## config.mk

```make
export PLATFORM = sky130hd
export DESIGN_NAME = alu_sequencer
export DESIGN_NICKNAME = d
export VERILOG_FILES = /design/src/rtl/alu_pkg.sv /design/src/rtl/alu_op_decode.sv /design/src/rtl/alu_sequencer.sv
export SDC_FILE = /design/constraint.sdc
export NUM_CORES = 1
export LEC_CHECK = 0
export CORE_AREA = 5 5 113 115
export CTS_BUF_LIST = sky130_fd_sc_hd__clkbuf_8
export CTS_CLUSTER_SIZE = 12
export DETAILED_ROUTE_END_ITERATION = 10
export DIE_AREA = 0 0 118 120
export PLACE_DENSITY = 0.89
export SLEW_MARGIN = 30
export SYNTH_ARGS = -nofsm -noshare
export SYNTH_HDL_FRONTEND = slang
export SYNTH_SLANG_ARGS = --single-unit
```

## constraint.sdc

```tcl
create_clock -name clk -period 6.4 [get_ports clk]
set_input_delay 1.92 -clock clk [delete_from_list [all_inputs] [get_ports clk]]
set_output_delay 1.92 -clock clk [all_outputs]
set_load 0.01 [all_outputs]
```

## src/rtl/alu_pkg.sv

```systemverilog
// Shared constants and types for the RV32IM ALU sequencer: ctrl bit positions,
// funct3 codes, op classes, FSM states and RISC-V divide corner-case results.
package alu_pkg;

    localparam int CTRL_B30 = 4;
    localparam int CTRL_M   = 3;

    localparam logic [2:0] F3_ADD  = 3'b000;
    localparam logic [2:0] F3_SLL  = 3'b001;
    localparam logic [2:0] F3_DIV  = 3'b100;
    localparam logic [2:0] F3_DIVU = 3'b101;
    localparam logic [2:0] F3_REM  = 3'b110;
    localparam logic [2:0] F3_REMU = 3'b111;

    localparam logic [31:0] DIV0_Q  = 32'hFFFF_FFFF;
    localparam logic [31:0] INT_MIN = 32'h8000_0000;

    typedef enum logic [1:0] {
        CLS_I   = 2'd0,
        CLS_SLL = 2'd1,
        CLS_MUL = 2'd2,
        CLS_DIV = 2'd3
    } op_cls_e;

    typedef enum logic [1:0] {
        IDLE  = 2'd0,
        ISSUE = 2'd1,
        WAIT  = 2'd2,
        DONE  = 2'd3
    } state_e;

endpackage

```

## src/rtl/alu_op_decode.sv

```systemverilog
// Combinational request decoder: op class, latency count and the divide
// corner cases (by zero, signed overflow) that bypass the ALU.
module alu_op_decode
    import alu_pkg::*;
#(
    parameter int SLL_LAT = 2,
    parameter int MUL_LAT = 4,
    parameter int DIV_LAT = 33,
    parameter int CNT_W   = 6
) (
    input  logic [3:0]       ctrl_i,
    input  logic [31:0]      a_i,
    input  logic [31:0]      b_i,
    output op_cls_e          cls_o,
    output logic [CNT_W-1:0] lat_o,
    output logic             special_o,
    output logic [31:0]      special_y_o
);

    logic b_zero_s;
    logic ovf_s;

    assign b_zero_s  = (b_i == 32'd0);
    assign ovf_s     = !ctrl_i[0] && (a_i == INT_MIN) && (b_i == 32'hFFFF_FFFF);
    assign special_o = b_zero_s || ovf_s;

    // Classify the op and pick how long the ALU needs for it.
    always_comb begin
        cls_o = CLS_I;
        if (ctrl_i[CTRL_M]) begin
            cls_o = ctrl_i[2] ? CLS_DIV : CLS_MUL;
        end else if (ctrl_i[2:0] == F3_SLL) begin
            cls_o = CLS_SLL;
        end else begin
            cls_o = CLS_I;
        end

        case (cls_o)
            CLS_SLL: lat_o = CNT_W'(SLL_LAT);
            CLS_MUL: lat_o = CNT_W'(MUL_LAT);
            CLS_DIV: lat_o = CNT_W'(DIV_LAT);
            default: lat_o = CNT_W'(1);
        endcase
    end

    // RISC-V mandated results; ctrl[1] separates rem/remu from div/divu.
    always_comb begin
        special_y_o = 32'd0;
        if (b_zero_s) begin
            case (ctrl_i[2:0])
                F3_REM, F3_REMU: special_y_o = a_i;
                F3_DIV, F3_DIVU: special_y_o = DIV0_Q;
                default:         special_y_o = DIV0_Q;
            endcase
        end else if (ovf_s) begin
            special_y_o = ctrl_i[1] ? 32'd0 : INT_MIN;
        end else begin
            special_y_o = 32'd0;
        end
    end

endmodule

```

## src/rtl/alu_sequencer.sv

```systemverilog
// Execute-stage controller: accepts one op, holds ALU inputs stable through its
// latency, captures the result and offers it on a valid/ready response port.
module alu_sequencer
    import alu_pkg::*;
#(
    parameter int SLL_LAT = 2,
    parameter int MUL_LAT = 4,
    parameter int DIV_LAT = 33,
    parameter int CNT_W   = 6
) (
    input  logic        clk,
    input  logic        rst_n,
    input  logic        flush,
    input  logic        req_valid,
    output logic        req_ready,
    input  logic [31:0] req_a,
    input  logic [31:0] req_b,
    input  logic [4:0]  req_ctrl,
    output logic        rsp_valid,
    input  logic        rsp_ready,
    output logic [31:0] rsp_y,
    output logic        rsp_cout,
    output logic        busy,
    output logic [31:0] alu_a,
    output logic [31:0] alu_b,
    output logic [4:0]  alu_ctrl,
    output logic        alu_in_en,
    input  logic [31:0] alu_y,
    input  logic        alu_cout
);

    state_e           state_q, state_d;
    logic [CNT_W-1:0] cnt_q, cnt_d;
    logic [31:0]      a_q, a_d;
    logic [31:0]      b_q, b_d;
    logic [4:0]       ctrl_q, ctrl_d;
    logic [31:0]      y_q, y_d;
    logic             cout_q, cout_d;
    logic             vld_q, vld_d;

    op_cls_e          cls_s;
    logic [CNT_W-1:0] lat_s;
    logic             special_s;
    logic [31:0]      special_y_s;
    logic             fast_path_s;
    logic             accept_s;

    alu_op_decode #(
        .SLL_LAT (SLL_LAT),
        .MUL_LAT (MUL_LAT),
        .DIV_LAT (DIV_LAT),
        .CNT_W   (CNT_W)
    ) u_decode (
        .ctrl_i      (req_ctrl[3:0]),
        .a_i         (req_a),
        .b_i         (req_b),
        .cls_o       (cls_s),
        .lat_o       (lat_s),
        .special_o   (special_s),
        .special_y_o (special_y_s)
    );

    assign fast_path_s = (cls_s == CLS_DIV) && special_s;
    assign req_ready   = rst_n && (state_q == IDLE) && !flush;
    assign accept_s    = req_valid && req_ready;

    assign busy      = (state_q != IDLE);
    assign alu_in_en = (state_q == ISSUE);
    assign rsp_valid = vld_q;
    assign rsp_y     = y_q;
    assign rsp_cout  = cout_q;
    assign alu_a     = a_q;
    assign alu_b     = b_q;
    assign alu_ctrl  = ctrl_q;

    // Next-state logic; flush overrides everything except reset.
    always_comb begin
        state_d = state_q;
        cnt_d   = cnt_q;
        a_d     = a_q;
        b_d     = b_q;
        ctrl_d  = ctrl_q;
        y_d     = y_q;
        cout_d  = cout_q;
        vld_d   = vld_q;

        if (flush) begin
            state_d = IDLE;
            cnt_d   = '0;
            y_d     = 32'd0;
            cout_d  = 1'b0;
            vld_d   = 1'b0;
        end else begin
            case (state_q)
                IDLE: begin
                    if (accept_s) begin
                        a_d    = req_a;
                        b_d    = req_b;
                        ctrl_d = req_ctrl;
                        if (fast_path_s) begin
                            // Result is known now; rsp_valid follows one cycle later.
                            state_d = DONE;
                            y_d     = special_y_s;
                            cout_d  = 1'b0;
                        end else begin
                            state_d = ISSUE;
                            cnt_d   = lat_s;
                        end
                    end else begin
                        state_d = IDLE;
                    end
                end
                ISSUE: begin
                    state_d = WAIT;
                end
                WAIT: begin
                    if (cnt_q <= CNT_W'(1)) begin
                        state_d = DONE;
                        y_d     = alu_y;
                        cout_d  = alu_cout;
                        vld_d   = 1'b1;
                    end else begin
                        cnt_d = cnt_q - CNT_W'(1);
                    end
                end
                DONE: begin
                    if (!vld_q) begin
                        vld_d = 1'b1;
                    end else if (rsp_ready) begin
                        vld_d   = 1'b0;
                        state_d = IDLE;
                    end else begin
                        vld_d = 1'b1;
                    end
                end
                default: begin
                    state_d = IDLE;
                    vld_d   = 1'b0;
                end
            endcase
        end
    end

    // State and datapath registers.
    always_ff @(posedge clk or negedge rst_n) begin
        if (!rst_n) begin
            state_q <= IDLE;
            cnt_q   <= '0;
            a_q     <= 32'd0;
            b_q     <= 32'd0;
            ctrl_q  <= {2'b00, F3_ADD};
            y_q     <= 32'd0;
            cout_q  <= 1'b0;
            vld_q   <= 1'b0;
        end else begin
            state_q <= state_d;
            cnt_q   <= cnt_d;
            a_q     <= a_d;
            b_q     <= b_d;
            ctrl_q  <= ctrl_d;
            y_q     <= y_d;
            cout_q  <= cout_d;
            vld_q   <= vld_d;
        end
    end

endmodule

```

# Yosys cells after proc, flatten, opt, wreduce, memory -nomap -nowiden
# Index checks and enable logic that the tools add are counted.
[op_classes] n_addsub=1 multipliers=0 div_mod_pow=0 order_cmp=1 eq_ne=18 shift=0 n_mux=35 n_bitwise=1 n_reduce_logical=20
[op_table] cell="2-to-1 mux 32 bit" count=8
[op_table] cell="equality test 32 bit (second input constant)" count=2
[op_table] cell="case mux 32 bit (2 select lines)" count=1
[op_table] cell="zero test 32 bit" count=1
[op_table] cell="2-to-1 mux 6 bit" count=4
[op_table] cell="inequality test 3 bit (second input constant)" count=7
[op_table] cell="case mux 6 bit (3 select lines)" count=1
[op_table] cell="2-to-1 mux 2 bit" count=7
[op_table] cell="case mux 6 bit (2 select lines)" count=1
[op_table] cell="2-to-1 mux 1 bit" count=10
[op_table] cell="equality test 2 bit (second input constant)" count=4
[op_table] cell="case mux 2 bit (4 select lines)" count=1
[op_table] cell="AND reduction 4 bit" count=2
[op_table] cell="equality test 3 bit (second input constant)" count=2
[op_table] cell="less-or-equal comparator 6 x 1 -> 1 bit (second input constant)" count=1
[op_table] cell="logical AND 1 bit" count=6
[op_table] cell="AND reduction 3 bit" count=2
[op_table] cell="nonzero test 3 bit" count=2
[op_table] cell="subtractor 6 x 1 -> 6 bit (second input constant)" count=1
[op_table] cell="equality test 2 x 1 -> 1 bit (second input constant)" count=2
[op_table] cell="case mux 1 bit (2 select lines)" count=2
[op_table] cell="equality test 3 x 1 -> 1 bit (second input constant)" count=1
[op_table] cell="zero test 1 bit" count=2
[op_table] cell="zero test 2 bit" count=1
[op_table] cell="5 further kinds" count=5
[word_totals] ff_bits=111 latchBits=0 ram_bits=0 rom_bits=0 input_bits=107 out_inout_bits=106 elab_cells=84 mem_count=0

# Logic depth before layout (Yosys ltp)
# Gate-level depths: netlist of the first run.
[depth] depth_word=9 ltp_mapped=10 ltp_nobuf=8

# Modules after synthesis
# From an unflattened synthesis of the first run, not the netlist that was laid out.
[unflattened] cells_unflattened=624 area_unflattened_um2=5674.2
[by_module_without_submodules] mod="alu_sequencer" n_inst=1 cells_each=537 area_per_inst_um2=5082.4 seq_area_each_um2=2777.7
[by_module_without_submodules] mod="alu_op_decode" n_inst=1 cells_each=87 area_per_inst_um2=591.8 seq_area_each_um2=0.0

# Worst setup path before layout of the first run
# No wires, ideal clock.
[synth_path] path_type="input-to-output" start="input port flush" end="output port req_ready" arrival_time_ns=2.408 required_time_ns=4.480 setup_slack_ns=2.072 stages=3 path_buffers=1 cell_sequence="clkbuf_1 inv_1 and3_1"
[synth_between] elab_chain_cells=2
[synth_lines] element="start: declaration" line="alu_sequencer.sv:13" text="input logic flush,"
[synth_lines] element="zero test 1 bit" line="alu_sequencer.sv:64" text="assign req_ready = rst_n && (state_q == IDLE) && !flush;"
[synth_lines] element="logical AND 1 bit" line="alu_sequencer.sv:64"
[synth_lines] element="end: declaration" line="alu_sequencer.sv:15" text="output logic req_ready,"
# Every way passes these cells.

# Worst setup path in the final report of the first run
# Same ends and word-level chain as after synthesis.

==> results of run 1 <==
==> routing by layer <==
| layer | wire (µm) | share of wire | vias to the layer above | GRT usage |
|---|---|---|---|---|
| met4 | 489 | 0.027 | 0 | 0.0932 |
| met1 | 6890 | 0.38 | 2519 | 0.298 |
| met2 | 8850 | 0.49 | 276 | 0.415 |
| met5 | 0 | 0 | - | 0 |
| li1 | - | - | 2331 | - |
| met3 | 1920 | 0.11 | 37 | 0.0881 |
==> metrics by stage <==
stage               setup slack [ns]  power, mW  utilization  instances
floorplan                       2.07       1.01            -        537
global placement                1.17       1.31        0.667        866
detailed placement              1.16       1.33        0.667        866
CTS                             1.16       1.77        0.684        880
global route                    1.10       1.84        0.685        881
finish                          1.16       1.76        0.685        881
==> report_power, final <==
group	switching (mW)	total, mW	internal (mW)
clock	0.230	0.444	0.215
combinational	0.190	0.475	0.285
sequential	0.0470	0.836	0.789
==> kinds of logic after synthesis <==
group / count (synthesis) / share of synthesized area
buffers and inverters: 46 / 0.0371
flip-flops: 111 / 0.496
multiplexers: 68 / 0.137
AO/OA/AOI/OAI: 137 / 0.140
AND/OR/NAND/NOR: 168 / 0.175
adder cells (fa/ha/maj): 7 / 0.0156
==> registers in the layout (all words and copies together), names as in the netlist <==
| signal | cells |
|---|---|
| cnt_q | 6 |
| rsp_valid | 1 |
| alu_ctrl | 5 |
| alu_b | 32 |
| alu_a | 32 |
| rsp_cout | 1 |
| rsp_y | 32 |
| state_q | 2 |
==> cell usage after synthesis (2+ instances only) <==
| master | number | area [µm²] |
|---|---|---|
| dfrtp_1 | 111 | 2780 |
| mux2_2 | 68 | 766 |
| nor2_1 | 44 | 165 |
| a21oi_1 | 42 | 210 |
| nand2_1 | 42 | 158 |
| o21ai_0 | 36 | 180 |
| o21ai_1 | 33 | 165 |
| nand3_2 | 30 | 300 |
| clkbuf_1 | 24 | 90.1 |
| nor4_1 | 13 | 81.3 |
| buf_2 | 10 | 50.1 |
| inv_1 | 9 | 33.8 |
| nand4_1 | 8 | 50.1 |
| ha_1 | 7 | 87.6 |
| or3_1 | 6 | 37.5 |
| nand3_1 | 5 | 25.0 |
| nor3_1 | 4 | 20.0 |
| o211ai_1 | 4 | 30.0 |
| buf_6 | 3 | 33.8 |
| or4_1 | 3 | 22.5 |
| a311oi_1 | 2 | 17.5 |
| and4_1 | 2 | 17.5 |
| nand4b_1 | 2 | 17.5 |
| o32ai_1 | 2 | 17.5 |
==> critical path, delay by kind of cell <==
family,cells,cell delay [ns]
buffers and inverters,3,1.20
and+or+nand+nor,1,0.20
==> worst max path at each step <==
| stage | startpoint | to | slack, ns | cells past startpoint |
|---|---|---|---|---|
| final | flush | req_ready | 1.16 | 4 |
| after global routing | flush | req_ready | 1.10 | 4 |
| after CTS | flush | req_ready | 1.16 | 4 |
| after detailed placement | flush | req_ready | 1.16 | 4 |
| after global placement | flush | req_ready | 1.17 | 4 |
| after floorplan | flush | req_ready | 2.07 | 3 |
==> area by class of cell <==
class	instances	share of cell area
multi-input cells	380	0.329
clock buffers	9	0.0154
well taps	147	0.0229
flip-flops and latches	111	0.346
inverters	9	0.00421
clock inverters	5	0.00951
repair buffers	220	0.272
==> flow_summary.ini, run 1 <==
[status]
status = finished clean

[global_route]
antenna_found_initial = 0
grt_usage = 0.250
grt_max_degree = 74
first_global_vias = 5372
grt_pass1_wl_um = 28500
grt_overflow_total = 0

[logic_synthesis]
syn_inst = 537
yosysSeqAreaShare = 0.496
synth_fp_nets = 651
ys_types = 51
netlist_area_um2 = 5600
synth-main-ff-cell = dfrtp_1
async_reset_ff_frac = 1.00
synth-seq-cells = 111
ys_warn_count = 0
avgSynthCellArea_um2 = 10.4
synth_edf_count = 0

[die]
rows = 40
ioPinCount = 213
die_w_um = 118
die-area_um2 = 14200
die_h_um = 120
start_util = 0.479
coreArea_um2 = 11700

[final_layout]
multi_input_area_um2 = 2640
regArea_um2 = 2780
final_common_cell = clkdlybuf4s50_1
fin_area_um2 = 8030
synthToLayoutAreaGrowth_pct = 43.2
fill_cells = 900
drive_above_1_share = 0.177
mostFrequentLayoutCells = 211 x clkdlybuf4s50_1, 111 x dfrtp_1, 68 x mux2_2
antenna_cells = 0
nets = 845

[sta]
rsz0062_at_grt = false
finalHoldViolations = 0
hold_ws_ns = 0.500
fin_setup_tns_ns = 0
finClkSkew_ns = 0.0114
drv_slew = 0
fin_crit_sh = 0.819
timing.fmax_mhz = 191
fin_crit_ns = 5.24
worstMarginPinSlew_ns = 0.973
finalSetupViolCount = 0
timing.slew.headroom = 0.351

[worst_setup_path]
crit_required_ns = 4.48
reg2reg_from = state_q[0]$_DFFE_PN0P_
ff2ff_setup_slack_ns = 2.82
slowest_delay_ns = 0.53
cp-start-kind = input port
reg2regPathDepth = 7
crit_slowest_cell = clkdlybuf4s50_1
critPathMaxFanout = 8
critPathCaptureType = output port
setup.worst_path.class = input port to output port
reg2reg_to = rsp_y[16]$_DFFE_PN0P_
arrival_ns = 3.32
path_cells = clkdlybuf4s50_1 > inv_1 > and3_1 > clkdlybuf4s50_1
crit_top_cell = clkdlybuf4s50_1

[pwr]
p_per_area_nw_per_um2 = 219
power_leakage_nw = 3.15
ir_worst_vdd_v = 0.000157

[placement]
place_congestion = 0.863
place_area_um2 = 7810
io_buffers = 212
hpwl_um = 13300

[drt]
wire_per_inst_um = 20.6
dr.pass1.iters = 5
drcViolationCount = 0
vias = 5163
wirelength_um = 18200
antenna_left = 0
post_drt_via_cell_ratio = 5.86
drt_iter0_drc = 464

[clock_network]
clock_sinks = 111
clockRootBuffer = clkbuf_8
cts_inserted_buffers = 9
clk_latency_ns = 0.37
htreeDepth = 3
cts_resized = 0
cts_tree = built
clk_pin_slew_ns = 0.10
cts_hold_buf = 0
cts_setup_buffers = 0
cts.path.max_buffers = 2

[flow_run]
cap_violations = 0

[min_path]
hold_start = alu_ctrl[3]$_DFFE_PN0P_
hold_class = register to register
hold-path-cell-count = 2
whs_endpoint = alu_ctrl[3]$_DFFE_PN0P_
No activity file was read; power rests on OpenSTA's default activity.
==> inputs of run 2 (changes only) <==
- CORE_AREA: 5 5 113 115 -> 5 5 123 125
- DIE_AREA: 0 0 118 120 -> 0 0 128 130
- PLACE_DENSITY: 0.89 -> 0.8
- clock period: 6.4 -> 4.73 ns (I/O delays scaled with it)
==> run 2 against run 1 <==
Register-to-register slack worse by 1.1 ns. Sequential power up 35%. Global-route usage down 2.3 points. Critical endpoint is now rsp_y[16]$_DFFE_PN0P_.
==> flow_summary.ini, run 2 (synthesis results as in run 1) <==
[worst_setup_path]
cp-start-kind = input port
slowest_delay_ns = 0.55
crit_slowest_cell = or3_2
path_cells = clkdlybuf4s50_1 > or4bb_1 > nor4_1 > nand4_2 > or3_2 > buf_4 > nand3_1 > a21oi_1
crit_family = simple AND/OR/NAND/NOR gates
setup.worst_path.class = input port to register
cp_num_buf_inv = 2
crit_required_ns = 4.98
critPathMaxFanout = 32
critPathCaptureType = register
arrival_ns = 4.23

[die]
coreArea_um2 = 13800
ioPinCount = 213
die_h_um = 130
die_w_um = 128
rows = 43
start_util = 0.407
die-area_um2 = 16600

[sta]
finClkSkew_ns = 0.00726
timing.slew.headroom = 0.435
timing.fmax_mhz = 251
finalSetupViolCount = 0
fin_crit_sh = 0.842
hold_ws_ns = 0.511
worstMarginPinSlew_ns = 0.847
drv_slew = 0
fin_setup_tns_ns = 0
fin_crit_ns = 3.98
rsz0062_at_grt = false
finalHoldViolations = 0

[global_route]
grt_usage = 0.226
grt_max_degree = 66
grt_overflow_total = 0
grt_pass1_wl_um = 29400
antenna_found_initial = 0
first_global_vias = 5432

[final_layout]
final_common_cell = clkdlybuf4s50_1
drive_above_1_share = 0.183
nets = 848
antenna_cells = 0
fin_area_um2 = 8080
final_core_util = 0.586
synthToLayoutAreaGrowth_pct = 44.1
mostFrequentLayoutCells = 210 x clkdlybuf4s50_1, 111 x dfrtp_1, 68 x mux2_2

[flow_run]
cap_violations = 0

[drt]
wire_per_inst_um = 20.3
vias = 5142
post_drt_via_cell_ratio = 5.60
wirelength_um = 18700
drcViolationCount = 0
dr.pass1.iters = 5
dr_wl_met3_um = 1760
wl_met1_um = 7490
route.met2.wl_um = 8900
top_layer = met4
drt_iter0_drc = 376
antenna_left = 0

[clock_network]
clock_sinks = 111
clockRootBuffer = clkbuf_8
cts_inserted_buffers = 9
htreeDepth = 3
clk_latency_ns = 0.38
cts_resized = 0
cts_hold_buf = 0
cts_setup_buffers = 0
cts.path.max_buffers = 2
cts_tree = built
clk_pin_slew_ns = 0.10

[placement]
place_congestion = 0.851
io_buffers = 212
hpwl_um = 13800
place_area_um2 = 7870

[min_path]
hold_class = register to register

[pwr]
p_per_area_nw_per_um2 = 292
ir_worst_vdd_v = 0.000199
power_leakage_nw = 3.17
power_mw = 2.36

[status]
status = finished clean
-- run 2: worst reg2reg max path: stages, from the launching register on --
cell	delay [ns]
dfrtp_1	0.44
inv_1	0.17
ha_2	0.19
buf_4	0.41
o31ai_4	0.23
o211ai_1	0.50
or3_2	0.22
buf_4	0.45
nand3_2	0.13
a21oi_1	0.18
-- run 2: per-layer routing --
metal  vias to the layer above  global-route usage
li1                       2342                   -
met1                      2530               0.278
met2                       235               0.364
met3                        35              0.0864
met4                         0              0.0824
met5                         -                   0
-- run 2: final timing paths --
path	endpoint	slack, ns	depth (start not counted)	start
max in group asynchronous	rsp_y[10]$_DFFE_PN0P_	2.33	3	rst_n
hold / removal	alu_ctrl[0]$_DFFE_PN0P_	0.51	1	alu_ctrl[0]$_DFFE_PN0P_
setup / recovery	rsp_y[16]$_DFFE_PN0P_	0.75	8	req_ctrl[0]
min in group asynchronous	alu_b[10]$_DFFE_PN0P_	1.22	2	rst_n
hold reg to reg	alu_ctrl[0]$_DFFE_PN0P_	0.51	1	alu_ctrl[0]$_DFFE_PN0P_
setup reg to reg	rsp_y[4]$_DFFE_PN0P_	1.72	9	state_q[0]$_DFFE_PN0P_
-- run 2: final cells by class --
cell class                 count  area (µm²)
timing repair buffer         223        2200
clock buffer                  11         151
tap                          180         225
clock inverter                 4        46.3
fill                        1193        5700
sequential                   111        2780
inverter                       9        33.8
multi-input combinational    380        2640
-- run 2: power by group --
part / total [mW] / switching (mW) / leakage [nW] / internal, mW
clock: 0.589 / 0.320 / 0.103 / 0.269
combinational: 0.641 / 0.256 / 1.66 / 0.385
sequential: 1.13 / 0.0639 / 1.40 / 1.07
-- run 2: through the flow --
step	cells	setup WS, ns
finish	918	0.746
global route	918	0.527
CTS	918	0.653
detailed placement	903	0.248
global placement	903	0.217
floorplan	537	1.34
==> inputs of run 3 (changes only) <==
- clock period: 4.73 -> 3.6 ns (I/O delays scaled with it)
==> run 3 against run 2 <==
Register-to-register slack got worse by 0.87 ns. Sequential cell count unchanged. Wire length decreased by 0.17%. Global-route usage decreased by 0.40 points. Cell count increased by 3.3%. Highest routed layer unchanged. Hold slack got worse by 0.038 ns. Sequential share of layout area decreased by 0.99 points. Final area increased by 3.0%. Utilization increased by 1.7 points. Non-clock buffer count increased by 29. Die area unchanged. Clock power increased by 20%.
==> flow_summary.ini, run 3 (synthesis results as in run 1) <==
[sta]
finalSetupViolCount = 0
timing.slew.headroom = 0.355
rsz0062_at_grt = false
fin_crit_sh = 0.927
fin_setup_tns_ns = 0
drv_slew = 0
worstMarginPinSlew_ns = 0.967
finClkSkew_ns = 0.0120
setup_ws_ns = 0.263
fin_crit_ns = 3.34
finalHoldViolations = 0
timing.fmax_mhz = 300

[die]
start_util = 0.407
die-area_um2 = 16600
rows = 43
coreArea_um2 = 13800
ioPinCount = 213
die_h_um = 130
die_w_um = 128

[final_layout]
mostFrequentLayoutCells = 210 x clkdlybuf4s50_1, 111 x dfrtp_1, 68 x mux2_2
fin_cells = 948
final_core_util = 0.604
fin_area_um2 = 8310
drive_above_1_share = 0.215
antenna_cells = 0
nets = 877
final_common_cell = clkdlybuf4s50_1
synthToLayoutAreaGrowth_pct = 48.4

[worst_setup_path]
cp-start-kind = input port
critPathMaxFanout = 31
slowest_delay_ns = 0.55
setup.worst_path.class = input port to register
crit_required_ns = 3.87
path_cells = clkdlybuf4s50_1 > or4b_1 > nor4_2 > nand4_2 > or3_2 > buf_12 > nand3_1 > a21oi_1
arrival_ns = 3.61
critPathCaptureType = register
crit_slowest_cell = clkdlybuf4s50_1

[status]
status = finished clean

[global_route]
grt_overflow_total = 0
grt_pass1_wl_um = 29200
antenna_found_initial = 0
grt_usage = 0.222
first_global_vias = 5452
grt_max_degree = 73

[clock_network]
cts_resized = 0
cts_inserted_buffers = 9
cts_setup_buffers = 0
cts_hold_buf = 0
clk_latency_ns = 0.39
clk_pin_slew_ns = 0.11
clock_sinks = 111
clockRootBuffer = clkbuf_8
cts.path.max_buffers = 2
cts_tree = built
htreeDepth = 3

[min_path]
hold_class = input port to asynchronous set/reset pin

[drt]
vias = 5214
drt_iter0_drc = 349
post_drt_via_cell_ratio = 5.50
antenna_left = 0
dr.pass1.iters = 5
wirelength_um = 18600
wire_per_inst_um = 19.7
drcViolationCount = 0

[placement]
io_buffers = 212
pre_cts_ws_ns = -0.167
place_inst = 932
hpwl_um = 13900
place_area_um2 = 8140
place_congestion = 0.893

[pwr]
ir_worst_vdd_v = 0.000244
p_per_area_nw_per_um2 = 367
power_leakage_nw = 3.32

[flow_run]
cap_violations = 0
==> run 3: metrics by stage <==
step,total power [mW],hold slack (ns)
after floorplan,1.79,0.498
after global placement,2.35,0.480
after detailed placement,2.37,0.487
after CTS,3.08,0.453
after global routing,3.19,0.459
final,3.05,0.474
==> run 3: final cells by class <==
class | instances | area [µm²]
clock buffer | 10 | 138
tap | 180 | 225
clock inverter | 6 | 35.0
inverter | 9 | 33.8
timing repair buffer | 252 | 2470
multi-input combinational | 380 | 2640
fill | 1127 | 5460
sequential | 111 | 2780
==> run 3: report_power, final <==
part,internal (mW),total [mW],switching [mW]
Combinational,0.521,0.857,0.335
Clock,0.268,0.708,0.440
Sequential,1.40,1.49,0.0836
==> run 3: critical path, delay by kind of cell <==
kind                   cells  cell delay [ns]
AO/OA/AOI/OAI              1             0.06
buffers and inverters      2             0.76
AND/OR/NAND/NOR            5             1.69
==> run 3: worst paths after layout <==
path                       cells after the start                      end                     from  slack (ns)
min in group clk                               2  alu_ctrl[3]$_DFFE_PN0P_  alu_ctrl[3]$_DFFE_PN0P_        0.51
min                                            1  alu_ctrl[3]$_DFFE_PN0P_                    rst_n        0.47
max                                            8    rsp_y[16]$_DFFE_PN0P_                req_b[25]        0.26
max in group asynchronous                      3     alu_a[4]$_DFFE_PN0P_                    rst_n        1.80
min reg2reg                                    2  alu_ctrl[3]$_DFFE_PN0P_  alu_ctrl[3]$_DFFE_PN0P_        0.51
max reg2reg                                    9    rsp_y[26]$_DFFE_PN0P_   state_q[0]$_DFFE_PN0P_        0.85
==> run 3: layer usage <==
| layer | vias up | GRT usage | wire (µm) |
|---|---|---|---|
| li1 | 2399 | - | - |
| met1 | 2523 | 0.293 | 7690 |
| met2 | 248 | 0.351 | 8770 |
| met3 | 44 | 0.0557 | 1590 |
| met4 | 0 | 0.0943 | 591 |
| met5 | - | 0 | 0 |
